### config.mk
export PLATFORM = sky130hd
export DESIGN_NAME = regfile_port_arbiter
export DESIGN_NICKNAME = d
export VERILOG_FILES = /design/src/rtl/regfile_pkg.sv /design/src/rtl/rr_arbiter2.sv /design/src/rtl/regfile_port_arbiter.sv
export SDC_FILE = /design/constraint.sdc
export NUM_CORES = 1
export LEC_CHECK = 0
export ABC_CLOCK_PERIOD_IN_PS = 2000
export BUFFER_PORTS_ARGS = -buffer_cell sky130_fd_sc_hd__buf_4
export CAP_MARGIN = 20
export CORE_AREA = 2 2 120 122
export CTS_CLUSTER_SIZE = 40
export DETAILED_ROUTE_END_ITERATION = 8
export DIE_AREA = 0 0 122 124
export GPL_TIMING_DRIVEN = 0
export HOLD_SLACK_MARGIN = 0.08
export PLACE_DENSITY = 0.63
export SLEW_MARGIN = 20
export SYNTH_ARGS = -nofsm -noshare
export SYNTH_HDL_FRONTEND = slang
export SYNTH_SLANG_ARGS = --single-unit
export TNS_END_PERCENT = 30
### constraint.sdc
create_clock -name Clk -period 2 [get_ports Clk]
set_input_delay 0.1 -clock Clk [delete_from_list [all_inputs] [get_ports Clk]]
set_output_delay 0.1 -clock Clk [all_outputs]
set_load 0.01 [all_outputs]
### src/rtl/regfile_pkg.sv
// Shared types and default sizes for the register-file port controller.
package regfile_pkg;

   localparam int RF_DATA_WIDTH = 32;
   localparam int RF_ADDR_WIDTH = 5;
   localparam int RF_NUM_REGS   = 32;

   typedef enum logic {INIT, RUN} state_e;

   typedef enum logic {REQ_A, REQ_B} req_id_e;

endpackage

### src/rtl/rr_arbiter2.sv
// Two-way round-robin arbiter: combinational grant from valids and a
// registered pointer that flips to the other requester after any grant.
module rr_arbiter2
   import regfile_pkg::*;
(
   input  logic Clk,
   input  logic Reset_n,
   input  logic en,
   input  logic a_valid,
   input  logic b_valid,
   output logic a_grant,
   output logic b_grant
);

   req_id_e ptr_q, ptr_d;

   always_comb begin
      a_grant = en && a_valid && (!b_valid || (ptr_q == REQ_A));
      b_grant = en && b_valid && (!a_valid || (ptr_q == REQ_B));
      ptr_d   = ptr_q;
      if (a_grant)      ptr_d = REQ_B;
      else if (b_grant) ptr_d = REQ_A;
   end

   always_ff @(posedge Clk or negedge Reset_n) begin
      if (!Reset_n) ptr_q <= REQ_A;
      else          ptr_q <= ptr_d;
   end

endmodule

### src/rtl/regfile_port_arbiter.sv
// Front-end for the 2R/1W regfile: write-port round-robin, debug borrowing of
// read port 2, and a zeroing sweep of registers 1..NUM_REGS-1.
module regfile_port_arbiter
   import regfile_pkg::*;
#(
   parameter int DATA_WIDTH = RF_DATA_WIDTH,
   parameter int ADDR_WIDTH = RF_ADDR_WIDTH,
   parameter int NUM_REGS   = RF_NUM_REGS
) (
   input  logic                  Clk,
   input  logic                  Reset_n,
   input  logic                  InitReq,
   output logic                  InitBusy,
   input  logic                  AWrValid,
   output logic                  AWrReady,
   input  logic [ADDR_WIDTH-1:0] AWrAddr,
   input  logic [DATA_WIDTH-1:0] AWrData,
   input  logic                  BWrValid,
   output logic                  BWrReady,
   input  logic [ADDR_WIDTH-1:0] BWrAddr,
   input  logic [DATA_WIDTH-1:0] BWrData,
   input  logic [ADDR_WIDTH-1:0] CoreRdAddr1,
   input  logic [ADDR_WIDTH-1:0] CoreRdAddr2,
   input  logic                  CoreRdUse2,
   output logic [DATA_WIDTH-1:0] CoreRdData1,
   output logic [DATA_WIDTH-1:0] CoreRdData2,
   input  logic                  BRdValid,
   output logic                  BRdReady,
   input  logic [ADDR_WIDTH-1:0] BRdAddr,
   output logic [DATA_WIDTH-1:0] BRdData,
   output logic                  BRdDataValid,
   output logic [ADDR_WIDTH-1:0] ReadRegister1,
   output logic [ADDR_WIDTH-1:0] ReadRegister2,
   input  logic [DATA_WIDTH-1:0] ReadData1,
   input  logic [DATA_WIDTH-1:0] ReadData2,
   output logic [ADDR_WIDTH-1:0] WriteRegister,
   output logic [DATA_WIDTH-1:0] WriteData,
   output logic                  RegWrite
);

   localparam logic [ADDR_WIDTH-1:0] FIRST_REG = ADDR_WIDTH'(1);
   localparam logic [ADDR_WIDTH-1:0] LAST_REG  = ADDR_WIDTH'(NUM_REGS - 1);

   state_e                state_q, state_d;
   logic [ADDR_WIDTH-1:0] cnt_q, cnt_d;
   logic [DATA_WIDTH-1:0] brd_data_q, brd_data_d;
   logic                  brd_vld_q, brd_vld_d;
   logic                  run, a_gnt, b_gnt, brd_fire;

   assign run = (state_q == RUN);

   rr_arbiter2 u_wr_arb (
      .Clk     (Clk),
      .Reset_n (Reset_n),
      .en      (run),
      .a_valid (AWrValid),
      .b_valid (BWrValid),
      .a_grant (a_gnt),
      .b_grant (b_gnt)
   );

   always_comb begin
      state_d       = state_q;
      cnt_d         = cnt_q;
      InitBusy      = 1'b0;
      WriteRegister = '0;
      WriteData     = '0;
      RegWrite      = 1'b0;
      case (state_q)
         INIT: begin
            InitBusy      = 1'b1;
            WriteRegister = cnt_q;
            RegWrite      = 1'b1;
            cnt_d         = cnt_q + ADDR_WIDTH'(1);
            if (cnt_q == LAST_REG) begin
               state_d = RUN;
               cnt_d   = FIRST_REG;
            end
         end
         RUN: begin
            if (a_gnt) begin
               WriteRegister = AWrAddr;
               WriteData     = AWrData;
            end else if (b_gnt) begin
               WriteRegister = BWrAddr;
               WriteData     = BWrData;
            end
            // Address 0 writes handshake normally but never reach the array.
            RegWrite = (a_gnt || b_gnt) && (WriteRegister != '0);
            if (InitReq) begin
               state_d = INIT;
               cnt_d   = FIRST_REG;
            end
         end
      endcase
   end

   assign AWrReady = a_gnt;
   assign BWrReady = b_gnt;

   assign BRdReady      = run && !CoreRdUse2;
   assign brd_fire      = BRdValid && BRdReady;
   assign ReadRegister1 = CoreRdAddr1;
   assign ReadRegister2 = brd_fire ? BRdAddr : CoreRdAddr2;
   assign CoreRdData1   = ReadData1;
   assign CoreRdData2   = ReadData2;

   always_comb begin
      brd_data_d = brd_fire ? ReadData2 : brd_data_q;
      brd_vld_d  = brd_fire;
   end

   assign BRdData      = brd_data_q;
   assign BRdDataValid = brd_vld_q;

   always_ff @(posedge Clk or negedge Reset_n) begin
      if (!Reset_n) begin
         state_q    <= INIT;
         cnt_q      <= FIRST_REG;
         brd_data_q <= '0;
         brd_vld_q  <= 1'b0;
      end else begin
         state_q    <= state_d;
         cnt_q      <= cnt_d;
         brd_data_q <= brd_data_d;
         brd_vld_q  <= brd_vld_d;
      end
   end

endmodule

==> results of run 1 <==
-- cell type report --
| type | instances | share of cell area (%) |
|---|---|---|
| Tap cell | 180 | 4.10 |
| Clock buffer | 7 | 2.60 |
| Inverter | 2 | 0.137 |
| Buffer | 83 | 11.5 |
| Sequential cell | 40 | 18.3 |
| Timing Repair Buffer | 307 | 43.6 |
| Clock inverter | 1 | 0.137 |
| Multi-Input combinational cell | 115 | 19.7 |
-- layer usage --
| metal | vias up | global-route usage (%) | routed length (µm) |
|---|---|---|---|
| li1 | 1418 | - | - |
| met4 | 0 | 5.53 | 361 |
| met5 | - | 0 | 0 |
| met3 | 20 | 4.26 | 1270 |
| met1 | 1411 | 15.7 | 4300 |
| met2 | 211 | 26.1 | 6080 |
-- flip-flops by register name, summed over array words and instances, names as in the netlist --
| register | flops |
|---|---|
| BRdData | 32 |
| cnt_q | 5 |
| BRdDataValid | 1 |
| run | 1 |
| u_wr_arb.ptr_q | 1 |
-- cells in the mapped netlist, types with 2 or more instances --
| cell type | n |
|---|---|
| buf_4 | 71 |
| dfrtp_1 | 39 |
| a22o_1 | 33 |
| mux2_4 | 19 |
| mux2_2 | 18 |
| a21oi_1 | 7 |
| nor2_1 | 7 |
| buf_6 | 6 |
| a32oi_1 | 5 |
| buf_2 | 5 |
| nand2_1 | 5 |
| and3_1 | 2 |
| ha_1 | 2 |
| inv_1 | 2 |
| o2bb2ai_1 | 2 |
| or3_1 | 2 |
-- worst paths after layout --
kind	slack, ns	end	from
worst min-delay path	0.15	u_wr_arb.ptr_q	AWrValid
max in group asynchronous	1.26	u_wr_arb.ptr_q	Reset_n
worst max register to register	0.31	BRdData[20]	run
worst max-delay path	0.08	WriteData[26]	BWrValid
worst min register to register	0.51	BRdData[11]	BRdData[11]
min in group asynchronous	0.35	BRdData[20]	Reset_n
-- power groups by stage --
| stage | sequential (W) | combinational, W | clock [W] |
|---|---|---|---|
| floorplan | 0.00159 | 0.00125 | 0 |
| global placement | 0.00147 | 0.00280 | 0 |
| detailed placement | 0.00147 | 0.00283 | 0 |
| CTS | 0.00148 | 0.00290 | 0.000836 |
| global route | 0.00153 | 0.00310 | 0.000873 |
| finish | 0.00148 | 0.00289 | 0.000803 |
-- critical path: stages --
cell           delay (ns)
dlygate4sd3_1        0.55
buf_4                0.18
a21boi_4             0.22
and2_4               0.17
buf_6                0.13
buf_6                0.14
a22o_1               0.18
buf_4                0.14
-- kinds of logic after synthesis --
kind of cell	count (synthesis)
AOI/OAI and AO/OA	51
xor gates and xnor gates	2
adders and majority gates	2
buffers and inverters	85
DFF	40
muxes	37
and+or+nand+nor	23
-- timing repair --
action	4_1_cts	5_1_grt
hold endpoints to repair	76	0
setup endpoints to repair	5	29
setup buffers	1	0
hold buffers	35	0
resized for setup	1	4
-- per-stage QoR --
| step | hold WS [ns] | total power [W] | std cells | utilization (%) | area, µm² |
|---|---|---|---|---|---|
| final | 0.146 | 0.00517 | 735 | 40.0 | 5490 |
| after global routing | 0.214 | 0.00550 | 735 | 40.0 | 5490 |
| after floorplan | -0.196 | 0.00284 | 240 | - | 2710 |
| after detailed placement | 0.123 | 0.00431 | 691 | 36.2 | 4960 |
| after CTS | 0.121 | 0.00521 | 735 | 39.9 | 5480 |
| after global placement | 0.110 | 0.00426 | 691 | 36.2 | 4960 |
==> summary.txt, run 1 <==
Status: finished clean
Max cap viols: 0
Starting Density: 19.7%
Number of enable flip-flop cells after synthesis: 0
Largest family of logic cells by synthesized area: buffers and inverters
First-pass GRT wire length: 16,500 µm
Number of synthesized register bits: 40
Routed len/inst: 16.3 µm
Pin count of the biggest net entering global routing: 41
HPWL after DPL: 9480 µm
Hold path cells: 3
Final setup viols: 0
Comb pwr share: 55.8%
Unrepaired setup endpoints after global routing: no
Most frequent cells in the layout: buf_4, dfrtp_1, dlygate4sd3_1
P_sw: 0.00176 W
Max Root-Sink Buffers: 2
Layout cells sized above 1: 72.6%
Clk pwr share: 15.5%
Clock Skews: 0.00471 ns
Hold Violations, Final: 0
Register area share after synthesis: 37.0%
Syn nets: 402
Port bufs: 271
Post-synthesis mux area share: 18.0%
Fraction of power spent switching nets: 34.0%
First-pass DRT Iterations: 4
Count of cell types in the netlist: 31
Synthesized area per cell: 11.3 µm²
Overall Global Routing Usage: 14.4%
CTS tree: built
Area Overhead vs Synth: 103%
Tmin final: 1.92 ns
Async SR Flop Fraction: 100%
Via density per instance: 4.16
Worst skew pair latency: 0.28 ns
Register share of total power: 28.7%
Commonest non-fill, non-tap cell in the layout: buf_4
Compound-Gate Fraction of Synth Area: 15.4%
Post-Syn Area: 2710 µm²
Post-synth top area cell: dfrtp_1
Pre-CTS setup slack: 0.268 ns
Max Fclk: 522 MHz
Critical Path Sink Type: primary output
Crit path max fanout: 10
R2R depth: 6
Yosys warning count: 0
PD cells: 941 nW/µm²
Antenna violations before repair: 0
Via count: 3,060
Post-route ant nets: 0
Inserted Diodes: 0
Cells after synthesis: 240
Seq. cell area: 1000 µm²
Fraction of the mapped netlist area in simple logic gates: 4.35%
Final Cycle Share: 95.8%
Peak supply drop: 0.554 mV
Main synth FF type: dfrtp_1
Die Y: 124 µm
Fillers: 1,291
Area contributors post-synth: dfrtp_1, buf_4, a22o_1, mux2_4, mux2_2
Initial DRC count: 115
Clock slew at reported path FFs: 0.05 ns
Worst setup margin: 0.0831 ns
Die ar.: 15,100 µm²
Drt drc: 0
Cts bufs inserted: 5
Crit Path Category: input pin to primary output
Final Wtd Congestion: 0.886
Final WL: 12,000 µm
Rows: 43
Critical Path RT: 1.90 ns
Cell Int Power: 0.00341 W
Vias in the first global route: 3,116
Die span in x: 122 µm
Synth top area share: 36.1%
Nature of the critical path startpoint: input pin
Max-slew headroom: 65.0%
Adder-cell area share of the yosys netlist: 0.925%
Setup TNS: 0 ns
Top-Level Pins: 309
Leak: 2.95 nW
Multi-input gate area: 1080 µm²
Nets@finish: 716
Clock Tree Root: clkbuf_16
Total clock sinks: 40
Worst Tran Pin Value: 0.525 ns
Critical path arrival: 1.82 ns
Total gr overflow: 0
Type of the worst min-delay path: input pin to register
H-tree depth: 2
Max Slew Vio Count: 0
XOR/XNOR share of the synthesized area: 0.648%
Core box area: 13,700 µm²
(Power assumes the default switching activity.)
==> inputs of run 2 (changes only) <==
SETUP_SLACK_MARGIN = 0.3   (was not set)
SYNTH_HIERARCHICAL = 1   (was not set)
TNS_END_PERCENT = not set   (was 30)
==> summary.txt, run 2 <==
Register area share after synthesis: 35.8% (-1.2 points)
Yosys warning count: 6 (+6)
Main synth FF type: dfrtp_1
Worst skew pair latency: 0.28 ns (about the same)
Total clock sinks: 40 (unchanged)
Vias in the first global route: 3,364 (+8.0%)
Clock Skews: 0.00569 ns (+0.000985 ns)
Port bufs: 271 (unchanged)
Worst Hold Slack: 0.172 ns (+0.0262 ns)
Number of synthesized register bits: 40 (unchanged)
Pwr Total: 0.00499 W (-3.5%)
Die ar.: 15,100 µm² (unchanged)
Syn nets: 446 (+11%)
Async SR Flop Fraction: 100% (unchanged)
Total gr overflow: 0 (unchanged)
Via density per instance: 4.13 (-0.92%)
Final WL: 12,600 µm (+4.5%)
Tmin final: 1.90 ns (-0.0133 ns)
Count of cell types in the netlist: 34 (+9.7%)
Type of the worst min-delay path: input pin to register
Critical Path Sink Type: primary output
Routed len/inst: 15.7 µm (-3.8%)
Placed instance count: 735 (+6.4%)
Hold EP: u_wr_arb/ptr_q
Unrepaired setup endpoints after global routing: yes
Post-route ant nets: 0 (unchanged)
Antenna violations before repair: 0 (unchanged)
Area Overhead vs Synth: 118%
Commonest non-fill, non-tap cell in the layout: buf_4
First-pass DRT Iterations: 4 (unchanged)
Core box area: 13,700 µm² (unchanged)
Hold path cells: 3 (unchanged)
Via count: 3,296 (+7.7%)
Max FFs per register: 32 (unchanged)
R2R depth: 7 (+1)
H-tree depth: 2 (unchanged)
Final Wtd Congestion: 0.855 (-3.5%)
Critical Path RT: 1.90 ns (about the same)
Peak supply drop: 0.297 mV (-46%)
Initial DRC count: 88 (-23%)
Reg-to-reg startpoint: run
Inserted Diodes: 0 (unchanged)
Nets@finish: 780 (+8.9%)
Final setup viols: 0 (unchanged)
Status: finished clean
Max Slew Vio Count: 0 (unchanged)
Synthesized area per cell: 9.85 µm² (-13%)
Hold path start: BWrValid
Crit path max fanout: 5 (-5)
Rows: 43 (unchanged)
Layout cells sized above 1: 74.3% (+1.7 points)
Max cap viols: 0 (unchanged)
Worst Tran Pin Value: 0.529 ns (+0.00383 ns)
Number of enable flip-flop cells after synthesis: 0 (unchanged)
CTS tree: built
Die span in x: 122 µm (unchanged)
Fillers: 1,298 (+0.54%)
HPWL after DPL: 9860 µm (+4.0%)
Synth top area share: 34.9% (-1.2 points)
Area contributors post-synth: dfrtp_1, buf_4, mux2_4, a22oi_1, mux2_2
Post-synth top area cell: dfrtp_1
Cts bufs inserted: 5 (unchanged)
Reg-to-reg endpoint: BRdData[25]
Nature of the critical path startpoint: register
Critical path arrival: 1.80 ns (-0.02 ns)
Cells after synthesis: 284 (+18%)
Max Fclk: 525 MHz (+0.70%)
PD cells: 818 nW/µm² (-13%)
Finished Layout Cells: 799 (+8.7%)
Starting Density: 20.4% (+0.67 points)
Hold Violations, Final: 0 (unchanged)
Overall Global Routing Usage: 15.3% (+0.97 points)
Max-slew headroom: 64.7% (-0.26 points)
Final Cycle Share: 95.2% (-0.67 points)
Reg2Reg Setup Slack: 0.36 ns (+0.05 ns)
First-pass GRT wire length: 17,800 µm (+7.5%)
Die Y: 124 µm (unchanged)
Clock Tree Root: clkbuf_16
Most frequent cells in the layout: buf_4, nor2_1, dfrtp_1
Crit Path Category: register to primary output
Post-Syn Area: 2800 µm² (+3.4%)
Top-Level Pins: 309 (unchanged)
Drt drc: 0 (unchanged)
Max Root-Sink Buffers: 2 (unchanged)
Top-count cell post-synth: buf_4
Pin count of the biggest net entering global routing: 41 (unchanged)
Clock slew at reported path FFs: 0.06 ns (about the same)
Most instantiated cells after synthesis: buf_4, nor2_1, dfrtp_1
Leak: 3.12 nW (+5.7%)
## run 2: changes by cell type after synthesis, moves of 3 or more
| cell | change |
|---|---|
| a221oi_1 | +3 |
| buf_2 | +3 |
| a22o_1 | -32 |
| a22oi_1 | +33 |
| buf_6 | -3 |
| a32oi_1 | -5 |
| nor2_1 | +37 |
| clkbuf_1 | +6 |
## run 2: where the power goes
group,total [W],internal [W],switching [W]
Clock,0.000805,0.000491,0.000314
Sequential,0.00148,0.00122,0.000267
Combinational,0.00270,0.00162,0.00108
## run 2: layer usage
metal  wire length (µm)  up-vias  GRT usage, %  part of all wire, %
met3               1180       11          4.17                  9.4
met1               4100     1508          14.4                   33
li1                   -     1581             -                    -
met5                  0        -             0                    0
met4                213        0          4.81                  1.7
met2               7060      196          31.6                   56
## run 2: cell type report
class | instances | area [µm²] | area share [%]
inverter | 3 | 11.3 | 0.184
tap | 180 | 225 | 3.69
sequential | 40 | 1000 | 16.4
buffer | 87 | 731 | 12.0
clock inverter | 2 | 10.0 | 0.164
clock buffer | 6 | 139 | 2.27
multi-input combinational | 154 | 1370 | 22.4
timing repair buffer | 327 | 2620 | 42.9
## run 2: cells by family after synthesis
logic type               count (synthesis)  share of synthesized area [%]
XOR/XNOR                                 1                          0.313
AND/OR/NAND/NOR                         67                           10.6
multiplexers                            37                           17.4
AO/OA/AOI/OAI                           47                           12.3
buffers and inverters                   90                           22.6
adder cells (fa/ha/maj)                  2                          0.894
flip-flops                              40                           35.8
## run 2: how the worst max path moves through the flow
stage	start	end	slack (ns)	cells after the start
final	run	WriteRegister[2]	0.1	8
after global routing	u_wr_arb/ptr_q	WriteRegister[4]	0.01	8
after CTS	run	WriteData[2]	0.1	8
after detailed placement	run	WriteRegister[2]	-0.12	7
after global placement	run	WriteRegister[2]	-0.12	7
after floorplan	run	WriteRegister[2]	0.34	6
## run 2: repair_timing
| item | in CTS | in global routing |
|---|---|---|
| pin swaps | 10 | 8 |
| endpoints found under the setup margin | 44 | 55 |
| setup buffers | 16 | 3 |
| hold buffers | 34 | 0 |
| gates resized for setup | 53 | 38 |
| cloned | 2 | 1 |
| hold endpoints to repair | 74 | 0 |
## run 2: metrics by stage
step                area, µm²  setup slack (ns)  setup TNS (ns)  utilization (%)
floorplan                2800             0.337               0                -
global placement         5060            -0.121          -0.750             36.9
detailed placement       5060            -0.123          -0.709             36.9
CTS                      5890             0.100               0             42.9
global route             6110            0.0125               0             44.5
finish                   6110            0.0964               0             44.5
## run 2: worst max-delay path, cell delays in order (launching register included)
cell and delay (ns):
dfrtp_2 0.44, nand2_2 0.11, a21oi_4 0.05, buf_6 0.12
buf_8 0.13, buf_6 0.13, nand3b_1 0.15, a31oi_1 0.22
buf_4 0.16
==> inputs of run 3 (changes only) <==
ABC_AREA = 1   (was not set)
CTS_BUF_LIST = sky130_fd_sc_hd__clkbuf_2   (was not set)
PLACE_DENSITY = 0.64   (was 0.63)
==> summary.txt, run 3 <==
Synth top area share: 34.0% (-0.93 points)
Post-synth top area cell: dfrtp_1
Finished Layout Cells: 920 (+15%)
Cell family with the largest share of critical-path delay: flip-flops
Tmin final: 2.01 ns (+0.111 ns)
Clock Skews: 0.00919 ns (+0.00350 ns)
Placed instance count: 857 (+17%)
Antenna violations before repair: 0 (unchanged)
CP peak stage delay: 0.46 ns (+0.02 ns)
Fillers: 1,358 (+4.6%)
GR Util met2: 30.7% (-0.91 points)
Post-route ant nets: 0 (unchanged)
Core box area: 13,700 µm² (unchanged)
Count of cell types in the netlist: 25 (-26%)
Most used cell, CP: nand2_1
Number of enable flip-flop cells after synthesis: 0 (unchanged)
Total clock sinks: 40 (unchanged)
Syn nets: 568 (+27%)
H-tree depth: 2 (unchanged)
Top-count cell post-synth: nand2_1
HPWL after DPL: 10,000 µm (+1.5%)
Yosys warning count: 6 (unchanged)
Layout cells sized above 1: 62.4% (-12 points)
Failing checks: negative setup slack
Area Overhead vs Synth: 113%
Clock Tree Root: clkbuf_2
Layout Utilization: 44.7% (+0.18 points)
Placed inst area: 5130 µm² (+1.5%)
Most frequent cells in the layout: buf_4, nand2_1, dfrtp_1
Die Y: 124 µm (unchanged)
Via count: 3,773 (+14%)
Setup TNS: -0.0466 ns (-0.0466 ns)
Port bufs: 271 (unchanged)
Post-route design area: 6130 µm² (+0.41%)
Total gr overflow: 0 (unchanged)
Type of the worst min-delay path: input pin to asynchronous set/reset pin
Cts bufs inserted: 5 (unchanged)
Crit Path Category: register to primary output
Critical path arrival: 1.91 ns (+0.11 ns)
Clock slew at reported path FFs: 0.26 ns (+0.20 ns)
Max FFs per register: 32 (unchanged)
Most instantiated cells after synthesis: nand2_1, buf_4, dfrtp_1
Number of synthesized register bits: 40 (unchanged)
Pin count of the biggest net entering global routing: 41 (unchanged)
Max Root-Sink Buffers: 2 (unchanged)
Async SR Flop Fraction: 100% (unchanged)
Met1 usage: 17.3% (+2.9 points)
Post-Syn Area: 2870 µm² (+2.7%)
Final Wtd Congestion: 0.814 (-4.8%)
Area contributors post-synth: dfrtp_1, nand2_1, buf_4, a21oi_1, buf_6
First-pass DRT Iterations: 6 (+2)
Via density per instance: 4.10 (-0.58%)
Die ar.: 15,100 µm² (unchanged)
Buf+Inv Stages, Crit Path: 4 (unchanged)
Critical Path RT: 1.90 ns (about the same)
Worst Tran Pin Value: 0.535 ns (+0.00543 ns)
Crit-path cells: nand2_1 -> inv_1 -> nand2_2 -> inv_4 -> nor2_4 -> buf_6 -> nand2_1 -> a21oi_2 -> buf_4
Hold Violations, Final: 0 (unchanged)
Final Cycle Share: 101% (+5.5 points)
Status: complete, but fails checks
Max Fclk: 496 MHz (-5.5%)
Commonest non-fill, non-tap cell in the layout: buf_4
Main synth FF type: dfrtp_1
Unrepaired setup endpoints after global routing: yes
Nets@finish: 901 (+16%)
Final setup viols: 5 (+5)
Inserted Diodes: 0 (unchanged)
PD cells: 816 nW/µm² (-0.16%)
Crit path max fanout: 10 (+5)
Peak supply drop: 0.612 mV (+110%)
Worst setup margin: -0.0145 ns (-0.111 ns)
Leak: 3.20 nW (+2.6%)
Max-slew headroom: 64.3% (-0.36 points)
Starting Density: 20.9% (+0.56 points)
Initial DRC count: 101 (+15%)
Overall Global Routing Usage: 16.5% (+1.2 points)
Nature of the critical path startpoint: register
Vias in the first global route: 3,661 (+8.8%)
CTS tree: built
Max cap viols: 0 (unchanged)
Top-Level Pins: 309 (unchanged)
Synthesized area per cell: 7.08 µm² (-28%)
First-pass GRT wire length: 19,300 µm (+8.6%)
GR Util met3: 5.27% (+1.1 points)
Rows: 43 (unchanged)
Critical Path Sink Type: primary output
Die span in x: 122 µm (unchanged)
Drt drc: 0 (unchanged)
GRT busiest layer: met2
Final WL: 13,400 µm (+6.4%)
Cells after synthesis: 406 (+43%)
Register area share after synthesis: 34.9% (-0.95 points)
Routed len/inst: 14.5 µm (-7.6%)
Worst skew pair latency: 0.43 ns (+0.15 ns)
Critical path's slowest cell: dfrtp_1
Max Slew Vio Count: 0 (unchanged)
run 3: cell count changes in the layout (fill, tap and decap cells not counted), sizes merged, moves of 3 or more:
cell	before	now
buf	374	377
a22oi	33	1
nor2	44	8
mux2	37	0
inv	3	13
clkbuf	12	5
nand3	1	7
and3	3	0
a21oi	6	35
dlygate4sd3	34	38
o21ai	1	5
a221oi	3	0
nand2	8	201
run 3: cell type report:
| cell class | count | area (µm²) | share of cell area [%] |
|---|---|---|---|
| sequential | 40 | 1000 | 16.3 |
| inverter | 12 | 62.6 | 1.02 |
| buffer | 89 | 766 | 12.5 |
| clock inverter | 3 | 46.3 | 0.755 |
| timing repair buffer | 326 | 2580 | 42.1 |
| multi-input combinational | 265 | 1420 | 23.2 |
| clock buffer | 5 | 25.0 | 0.408 |
| tap | 180 | 225 | 3.67 |
run 3: worst register-to-register path, stage by stage (launching register included):
cell	delay, ns
dfrtp_1	0.44
nand2_1	0.06
inv_1	0.06
nand2_2	0.07
buf_4	0.13
dlygate4sd3_1	0.55
buf_4	0.14
nand2_1	0.05
run 3: what timing repair did:
action,in CTS,in global routing
resized for setup,94,24
pin swaps,11,9
gates cloned,1,0
buffers inserted,9,7
endpoints found under the setup margin,45,44
hold endpoints to repair,80,0
hold buffers,38,0
run 3: stage by stage:
step / worst slack [ns] / hold WS [ns] / power [W]
after floorplan: 0.346 / -0.196 / 0.00261
after global placement: 0.146 / 0.122 / 0.00393
after detailed placement: 0.116 / 0.125 / 0.00395
after CTS: -0.0505 / 0.102 / 0.00492
after global routing: -0.169 / 0.116 / 0.00539
final: -0.0145 / 0.142 / 0.00500
run 3: path summary, 6_finish.rpt:
check | startpoint | end | slack, ns | cells past startpoint
worst max register to register | run | u_wr_arb/ptr_q | 0.46 | 7
worst min register to register | BRdData[15] | BRdData[15] | 0.52 | 2
min in group Clk | ReadData1[30] | CoreRdData1[30] | 0.38 | 2
worst min-delay path | Reset_n | BRdData[26] | 0.14 | 2
max in group asynchronous | Reset_n | cnt_q[0] | 1.48 | 2
worst max-delay path | run | WriteData[13] | -0.01 | 9
run 3: logic make-up after synthesis:
logic type	after synthesis	synth area share [%]
buffers and inverters	101	25.2
AND/OR/NAND/NOR	218	30.9
AO/OA/AOI/OAI	45	8.14
adder cells (fa/ha/maj)	2	0.871
flip-flops	40	34.9
run 3: power by group:
group          switching [W]  internal [W]
Combinational        0.00143       0.00156
Clock               0.000330      0.000215
Sequential          0.000262       0.00121
Total                0.00202       0.00298
run 3: routing by layer:
metal  share of wire, %  up-vias  routed length [µm]
met5                  0        -                   0
met4                3.1        0                 417
met3                 11       25                1460
met2                 51      224                6780
met1                 35     1674                4700
li1                   -     1850                   -
